$ cat config.mk
export PLATFORM = sky130hd
export DESIGN_NAME = add_seq_ctrl
export DESIGN_NICKNAME = d
export VERILOG_FILES = /design/src/rtl/add_seq_ctrl.sv
export SDC_FILE = /design/constraint.sdc
export NUM_CORES = 1
export LEC_CHECK = 0
export CELL_PAD_IN_SITES_DETAIL_PLACEMENT = 1
export CELL_PAD_IN_SITES_GLOBAL_PLACEMENT = 1
export CORE_AREA = 2 2 111 113
export CTS_CLUSTER_SIZE = 40
export DETAILED_ROUTE_END_ITERATION = 8
export DIE_AREA = 0 0 113 115
export DONT_BUFFER_PORTS = 1
export PLACE_DENSITY_LB_ADDON = 0.1
export SKIP_CTS_REPAIR_TIMING = 1
export SYNTH_ARGS = -nofsm -noshare
export SYNTH_HDL_FRONTEND = slang
export SYNTH_SLANG_ARGS = --single-unit
$ cat constraint.sdc
create_clock -name clk_i -period 4.85 [get_ports clk_i]
set_input_delay 1.2125 -clock clk_i [delete_from_list [all_inputs] [get_ports clk_i]]
set_output_delay 1.2125 -clock clk_i [all_outputs]
set_load 0.02 [all_outputs]
$ cat src/rtl/add_seq_ctrl.sv
// Command-driven sequencer for the element-wise vector add path: streams operand
// reads, registers each sum and writes it to the result memory at one element per cycle.
module add_seq_ctrl #(
   parameter  int MEM_WIDTH = 32,
   parameter  int MEM_DEPTH = 8,
   localparam int AW        = $clog2(MEM_DEPTH)
) (
   input  logic                 clk_i,
   input  logic                 rst_ni,
   input  logic                 cmd_valid_i,
   output logic                 cmd_ready_o,
   input  logic [AW-1:0]        cmd_src1_i,
   input  logic [AW-1:0]        cmd_src2_i,
   input  logic [AW-1:0]        cmd_dst_i,
   input  logic [AW:0]          cmd_len_i,
   output logic                 rd_en_o,
   output logic [AW-1:0]        rd1_addr_o,
   output logic [AW-1:0]        rd2_addr_o,
   input  logic [MEM_WIDTH-1:0] operand1_i,
   input  logic [MEM_WIDTH-1:0] operand2_i,
   output logic                 wr_en_o,
   output logic [AW-1:0]        wr_addr_o,
   output logic [MEM_WIDTH-1:0] wr_data_o,
   output logic                 busy_o,
   output logic                 done_o,
   output logic                 carry_o
);

   typedef enum logic [1:0] {
      S_IDLE,
      S_RUN,
      S_DRAIN,
      S_DONE
   } state_t;

   state_t               r_state;
   state_t               w_nextState;
   logic [AW-1:0]        r_src1;
   logic [AW-1:0]        r_src2;
   logic [AW-1:0]        r_dst;
   logic [AW:0]          r_len;
   logic [AW-1:0]        r_rdCnt;
   logic [AW-1:0]        r_wrCnt;
   logic                 r_drainCnt;
   logic                 r_rdValid;
   logic                 r_wrEn;
   logic [AW-1:0]        r_wrAddr;
   logic [MEM_WIDTH-1:0] r_wrData;
   logic                 r_carry;
   logic                 w_handshake;
   logic                 w_rdEn;
   logic                 w_lastRead;
   logic [AW:0]          w_lenClamped;
   logic [MEM_WIDTH:0]   w_sum;

   assign w_handshake  = (r_state == S_IDLE) && cmd_valid_i;
   assign w_rdEn       = (r_state == S_RUN);
   assign w_lenClamped = (cmd_len_i > (AW+1)'(MEM_DEPTH)) ? (AW+1)'(MEM_DEPTH) : cmd_len_i;
   assign w_lastRead   = ({1'b0, r_rdCnt} == (r_len - (AW+1)'(1)));
   assign w_sum        = {1'b0, operand1_i} + {1'b0, operand2_i};

   always_ff @(posedge clk_i or negedge rst_ni) begin
      if (!rst_ni) begin
         r_state <= S_IDLE;
      end else begin
         r_state <= w_nextState;
      end
   end

   always_comb begin
      w_nextState = r_state;
      case (r_state)
         S_IDLE: begin
            if (cmd_valid_i) begin
               w_nextState = (w_lenClamped != '0) ? S_RUN : S_DONE;
            end
         end
         S_RUN: begin
            if (w_lastRead) begin
               w_nextState = S_DRAIN;
            end
         end
         S_DRAIN: begin
            if (r_drainCnt) begin
               w_nextState = S_DONE;
            end
         end
         S_DONE: begin
            w_nextState = S_IDLE;
         end
         default: begin
            w_nextState = S_IDLE;
         end
      endcase
   end

   // Command fields are captured only on the handshake and held for the whole command.
   always_ff @(posedge clk_i or negedge rst_ni) begin
      if (!rst_ni) begin
         r_src1 <= '0;
         r_src2 <= '0;
         r_dst  <= '0;
         r_len  <= '0;
      end else if (w_handshake) begin
         r_src1 <= cmd_src1_i;
         r_src2 <= cmd_src2_i;
         r_dst  <= cmd_dst_i;
         r_len  <= w_lenClamped;
      end
   end

   always_ff @(posedge clk_i or negedge rst_ni) begin
      if (!rst_ni) begin
         r_rdCnt    <= '0;
         r_drainCnt <= 1'b0;
      end else begin
         if (w_handshake) begin
            r_rdCnt <= '0;
         end else if (w_rdEn) begin
            r_rdCnt <= r_rdCnt + AW'(1);
         end
         r_drainCnt <= (r_state == S_DRAIN) ? ~r_drainCnt : 1'b0;
      end
   end

   // Read-valid trails rd_en by one cycle; the registered sum and its write strobe trail by two.
   always_ff @(posedge clk_i or negedge rst_ni) begin
      if (!rst_ni) begin
         r_rdValid <= 1'b0;
         r_wrEn    <= 1'b0;
         r_wrAddr  <= '0;
         r_wrData  <= '0;
         r_wrCnt   <= '0;
         r_carry   <= 1'b0;
      end else begin
         r_rdValid <= w_rdEn;
         r_wrEn    <= r_rdValid;
         if (w_handshake) begin
            r_wrCnt <= '0;
            r_carry <= 1'b0;
         end else if (r_rdValid) begin
            r_wrData <= w_sum[MEM_WIDTH-1:0];
            r_wrAddr <= r_dst + r_wrCnt;
            r_wrCnt  <= r_wrCnt + AW'(1);
            r_carry  <= r_carry | w_sum[MEM_WIDTH];
         end
      end
   end

   assign cmd_ready_o = (r_state == S_IDLE);
   assign busy_o      = (r_state != S_IDLE);
   assign done_o      = (r_state == S_DONE);
   assign rd_en_o     = w_rdEn;
   assign rd1_addr_o  = w_rdEn ? (r_src1 + r_rdCnt) : '0;
   assign rd2_addr_o  = w_rdEn ? (r_src2 + r_rdCnt) : '0;
   assign wr_en_o     = r_wrEn;
   assign wr_addr_o   = r_wrAddr;
   assign wr_data_o   = r_wrData;
   assign carry_o     = r_carry;

endmodule

# After elaboration in Yosys (flattened, before gate mapping)
# Cells that the tools add are included.
[totals] ff_bits=60 input_bits=80
[op_classes] order_cmp=1 reduce_logical=8 n_bitwise=3 n_mux=15 eq_ne=7 addsub=7
[ops] operator="adder 32 x 32 -> 33 bit" count=1
[ops] operator="2-to-1 mux 3 bit" count=6
[ops] operator="adder 3 bit" count=3
[ops] operator="2-to-1 mux 2 bit" count=4
[ops] operator="one-hot mux 2 bit (4 select lines)" count=1
[ops] operator="adder 3 x 1 -> 3 bit (second input constant)" count=2
[ops] operator="nonzero test 2 bit" count=3
[ops] operator="== test 2 bit (second input constant)" count=2
[ops] operator="== test 3 x 4 -> 1 bit" count=1
[ops] operator="greater-than comparator 4 bit (second input constant)" count=1
[ops] operator="2-to-1 mux 4 bit" count=1
[ops] operator="inequality test 2 bit (second input constant)" count=2
[ops] operator="nonzero test 4 bit" count=1
[ops] operator="subtractor 4 x 1 -> 4 bit (second input constant)" count=1
[ops] operator="2-to-1 mux 1 bit" count=3
[ops] operator="AND reduction 3 bit" count=1
[ops] operator="== test 2 x 1 -> 1 bit (second input constant)" count=1
[ops] operator="logical NOT 2 bit" count=1
[ops] operator="inequality test 2 x 1 -> 1 bit (second input constant)" count=1
[ops] operator="NOT 1 bit" count=2
[ops] operator="AND reduction 2 bit" count=1
[ops] operator="logical AND 1 bit" count=1
[ops] operator="OR 1 bit" count=1

# Depth between registers and ports, before layout
[depth] depth_word=6 mapped_depth=10 ltp_nobuf=9

# Worst setup path before layout
# No wires, ideal clock.
[synth_timing] kind="input port to flip-flop" start="input port operand1_i[0]" end="register r_wrData[24] (netlist: wr_data_o[24])" t_required_ns=4.715 setup_ns=0.135 path_slack_ns=1.644 arrival_time_ns=3.071 n_path_buf=0 stages=9 path_cell_list="ha_1 -> fa_1 -> a21o_1 -> a221o_1 -> a22oi_1 -> a21oi_2 -> a21boi_2 -> xor2_1 -> o21ai_0"
[synth_between] elab_chain_len=1
[synth_lines] element="from (decl)" line_no="19" rtl="input logic [MEM_WIDTH-1:0] operand1_i,"
[synth_lines] element="adder 32 x 32 -> 33 bit" line_no="60" rtl="assign w_sum = {1'b0, operand1_i} + {1'b0, operand2_i};"
[synth_lines] element="to (signal assigned)" line_no="142" rtl="r_wrData <= w_sum[MEM_WIDTH-1:0];"
[synth_lines] element="to (decl)" line_no="48" rtl="logic [MEM_WIDTH-1:0] r_wrData;"
# No other way between the ends.
# A chain may end at the register's enable or synchronous reset.

# Worst setup path in the final report
# Ends and elaborated chain as after synthesis.

==> results by group <==
Floorplanning
  – Starting density of the core: 0.388
  – Die height: 115 um
  – Row Count: 40
  – Die X: about 110 um
  – Core area: 0.0118 mm2
  – I/O pins: 127
  – Die ar.: 0.0130 mm2

Setup path
  – Crit path DAT: between 3 and 4 ns
  – Worst Path Max Fanout: 4
  – CP Capture Type: flop
  – CP startpoint kind: input pin
  – CP peak stage delay: between 0.4 and 0.5 ns
  – CP Buf/Inv Count: 0
  – Critical-path top delay cell: fa_1
  – Crit path required time: 5.04 ns
  – CP Cell Sequence: ha_1 -> fa_1 -> a21o_1 -> a221o_1 -> a22oi_1 -> a21oi_2 -> a21boi_2 -> xor2_1 -> o21ai_0
  – Top Family by Delay on Critical Path: compound AO/OA/AOI/OAI gates
  – Setup CP Type: input pin to flop

Drt
  – First-pass iteration count of the detailed router: 6
  – DRT antenna net count: 0
  – Vias/cell: around 5.6
  – Vias: between 3k and 4k
  – DR WL/cell: approximately 19 um
  – Routed WL: ~12000 um
  – DR iter-0 viols: 183
  – DRC: 9

Clock tree
  – CTS tree: done
  – Clock transition at the registers of the reported paths: ~0.05 ns
  – H-tree depth reported by CTS: 3
  – CTS Buf Count: 9
  – Clk Latency, worst-skew pair: between 0.3 and 0.4 ns
  – CTS sink cnt: 60
  – Clock Tree Buf Depth: 2
  – Clock Root Buffer: clkbuf_16

Cells and area
  – Layout Area Growth over Synthesis: 5.24%
  – Number of inserted diodes: 0
  – Final #Nets: about 620
  – Layout cell share with drive strength beyond 1: 0.0755

Timing
  – Clock skew: 0.00900 ns
  – Worst hold slack: 0.416 ns
  – Tcrit/Tclk final: 0.653
  – Final setup fails: 0
  – Slew margin rel.: 0.406
  – Minimum clock period: 3.17 ns
  – Unrepaired setup endpoints after global routing: false
  – Max-slew violation count: 0
  – Slew @ Worst Pin: 0.891 ns
  – Final Hold Fails: 0
  – Slack of the critical path: 1.68 ns
  – Setup tns final: 0 ns
  – Achievable frequency: 316 MHz

Placement
  – Dpl ws: 1.34 ns
  – DP HPWL: approximately 9500 um
  – Gpl congestion: 0.778
  – PortBufs: 0

Synth
  – Number of enable flip-flop cells after synthesis: 0
  – Syn Area/Cell: 8.89 um2
  – Synth warn: 0
  – Top_reg_cell synth: dfrtp_1
  – Post-synthesis sequential area ratio: 0.327
  – Async set-reset flop share out of synthesis: 1.00
  – Synth cell types: 65
  – Post-Synthesis Cells: 516
  – Synthesized flop and latch total: 60
  – Synthesized Nets: 642
  – Post-Syn Area: approximately 0.0046 mm2

Global route
  – Number of global-route vias before repair: 3883
  – First-pass GRT wire length: between 20000 and 25000 um
  – Initial antenna violation count: 0
  – Grt met3 use: 0.0485
  – All-Layer GR Usage: 0.195
  – GR Layer Usage met2: 0.321
  – GR Util met1: 0.252
  – Top Usage Layer GRT: met2
  – Largest net degree at the start of global routing: 61
  – Grt ovf: 0

Outcome
  – Status: finished with violations
  – Failing checks: design-rule violations

Flow run
  – Max Cap Viol: 0

Min path
  – HP Class: flop to flop

Pwr
  – Maximum vdd drop: 0.000200 V
  – Pwr dens: between 500 and 600 mW/mm2
  – P_leak: 2.20 nW
==> Yosys cell counts, types with 4 or more instances <==
cell,count,area [um2]
nand3_1,6,30.0
clkbuf_1,13,48.8
fa_1,4,80.1
or4_1,4,30.0
a21oi_1,38,190
a31oi_1,4,25.0
nand4_1,14,87.6
buf_6,4,45.0
mux2i_1,4,40.0
clkbuf_8,8,110
a21o_1,21,158
inv_1,14,52.6
and3_1,4,25.0
and2_1,8,50.1
o21ai_0,45,225
nor2_1,27,101
xor2_1,17,149
xnor2_1,21,184
nand2_1,92,345
dfrtp_1,60,1500
ha_1,42,526
==> sequential cells by signal, summed over array words and instances, names as in the netlist <==
| name | cells |
|---|---|
| carry_o | 1 |
| r_len | 4 |
| r_src1 | 3 |
| r_rdValid | 1 |
| r_rdCnt | 3 |
| r_wrCnt | 3 |
| r_dst | 3 |
| r_drainCnt | 1 |
| wr_en_o | 1 |
| wr_data_o | 32 |
| r_state | 2 |
| r_src2 | 3 |
| wr_addr_o | 3 |
==> cells by family (layout without fill, tap and decap cells) <==
logic type / Yosys count / after routing / share of synthesized area
AO/OA/AOI/OAI: 143 / 143 / 0.205
XOR/XNOR: 38 / 38 / 0.0726
adder cells (fa/ha/maj): 46 / 46 / 0.132
buffers and inverters: 44 / 31 / 0.0630
flip-flops: 60 / 60 / 0.327
multiplexers: 5 / 5 / 0.0112
AND/OR/NAND/NOR: 180 / 180 / 0.189
==> metrics by stage <==
stage | power, mW | std cells | instance area [um2] | utilization
after floorplan | 1.91 | 516 | 4590 | -
after global placement | 2.11 | 634 | 4540 | 0.385
after detailed placement | 2.16 | 634 | 4540 | 0.385
after CTS | 2.78 | 650 | 4830 | 0.409
after global routing | 2.98 | 650 | 4830 | 0.409
final | 2.73 | 650 | 4830 | 0.409
==> worst reg2reg max path, stage by stage, from the launching register on <==
cell	delay, ns
dfrtp_1	0.40
inv_1	0.10
ha_1	0.33
nand2_1	0.35
nand2_2	0.44
buf_4	0.47
o21ai_0	0.20
==> area by class of cell <==
class | instances | area (um2)
fillers | 1403 | 6980
multi-input cells | 412 | 2800
flip-flops and latches | 60 | 1500
clock buffers | 15 | 278
well taps | 147 | 184
inverters | 14 | 52.6
repair buffers | 1 | 7.51
clock inverters | 1 | 5.00
==> report_power, final <==
part	internal (mW)	switching [mW]
clock network	0.387	0.221
registers	0.742	0.396
logic	0.383	0.600
total	1.51	1.22
==> routing by layer <==
metal / up-vias / wire length [um]
li1: 1796 / -
met1: 1768 / 5570
met2: 92 / 5770
met3: 12 / 666
met4: 0 / 200
met5: - / 0
==> cell usage in the layout (no fill, tap or decap), drive strengths merged, types with 3 or more instances in the layout <==
master	count
nand2	93
dfrtp	60
o21ai	48
ha	42
a21oi	41
nor2	27
a21o	22
xnor2	21
xor2	17
clkbuf	15
inv	14
nand4	14
and2	9
nand3	7
and3	6
and4	5
a31oi	4
mux2i	4
or4	4
fa	4
o31ai	3
nand3b	3
nand2b	3
nor3	3
a221oi	3
==> final timing paths <==
path	startpoint	end	slack, ns	cells past startpoint
setup / recovery	operand1_i[0]	wr_data_o[24]	1.68	9
max in group asynchronous	rst_ni	r_state[1]	4.17	0
hold reg to reg	r_drainCnt	r_drainCnt	0.42	1
hold / removal	r_drainCnt	r_drainCnt	0.42	1
min in group asynchronous	rst_ni	r_rdCnt[0]	0.58	0
setup reg to reg	r_state[0]	wr_data_o[13]	2.42	6
Power figures use the tool's default switching activity.
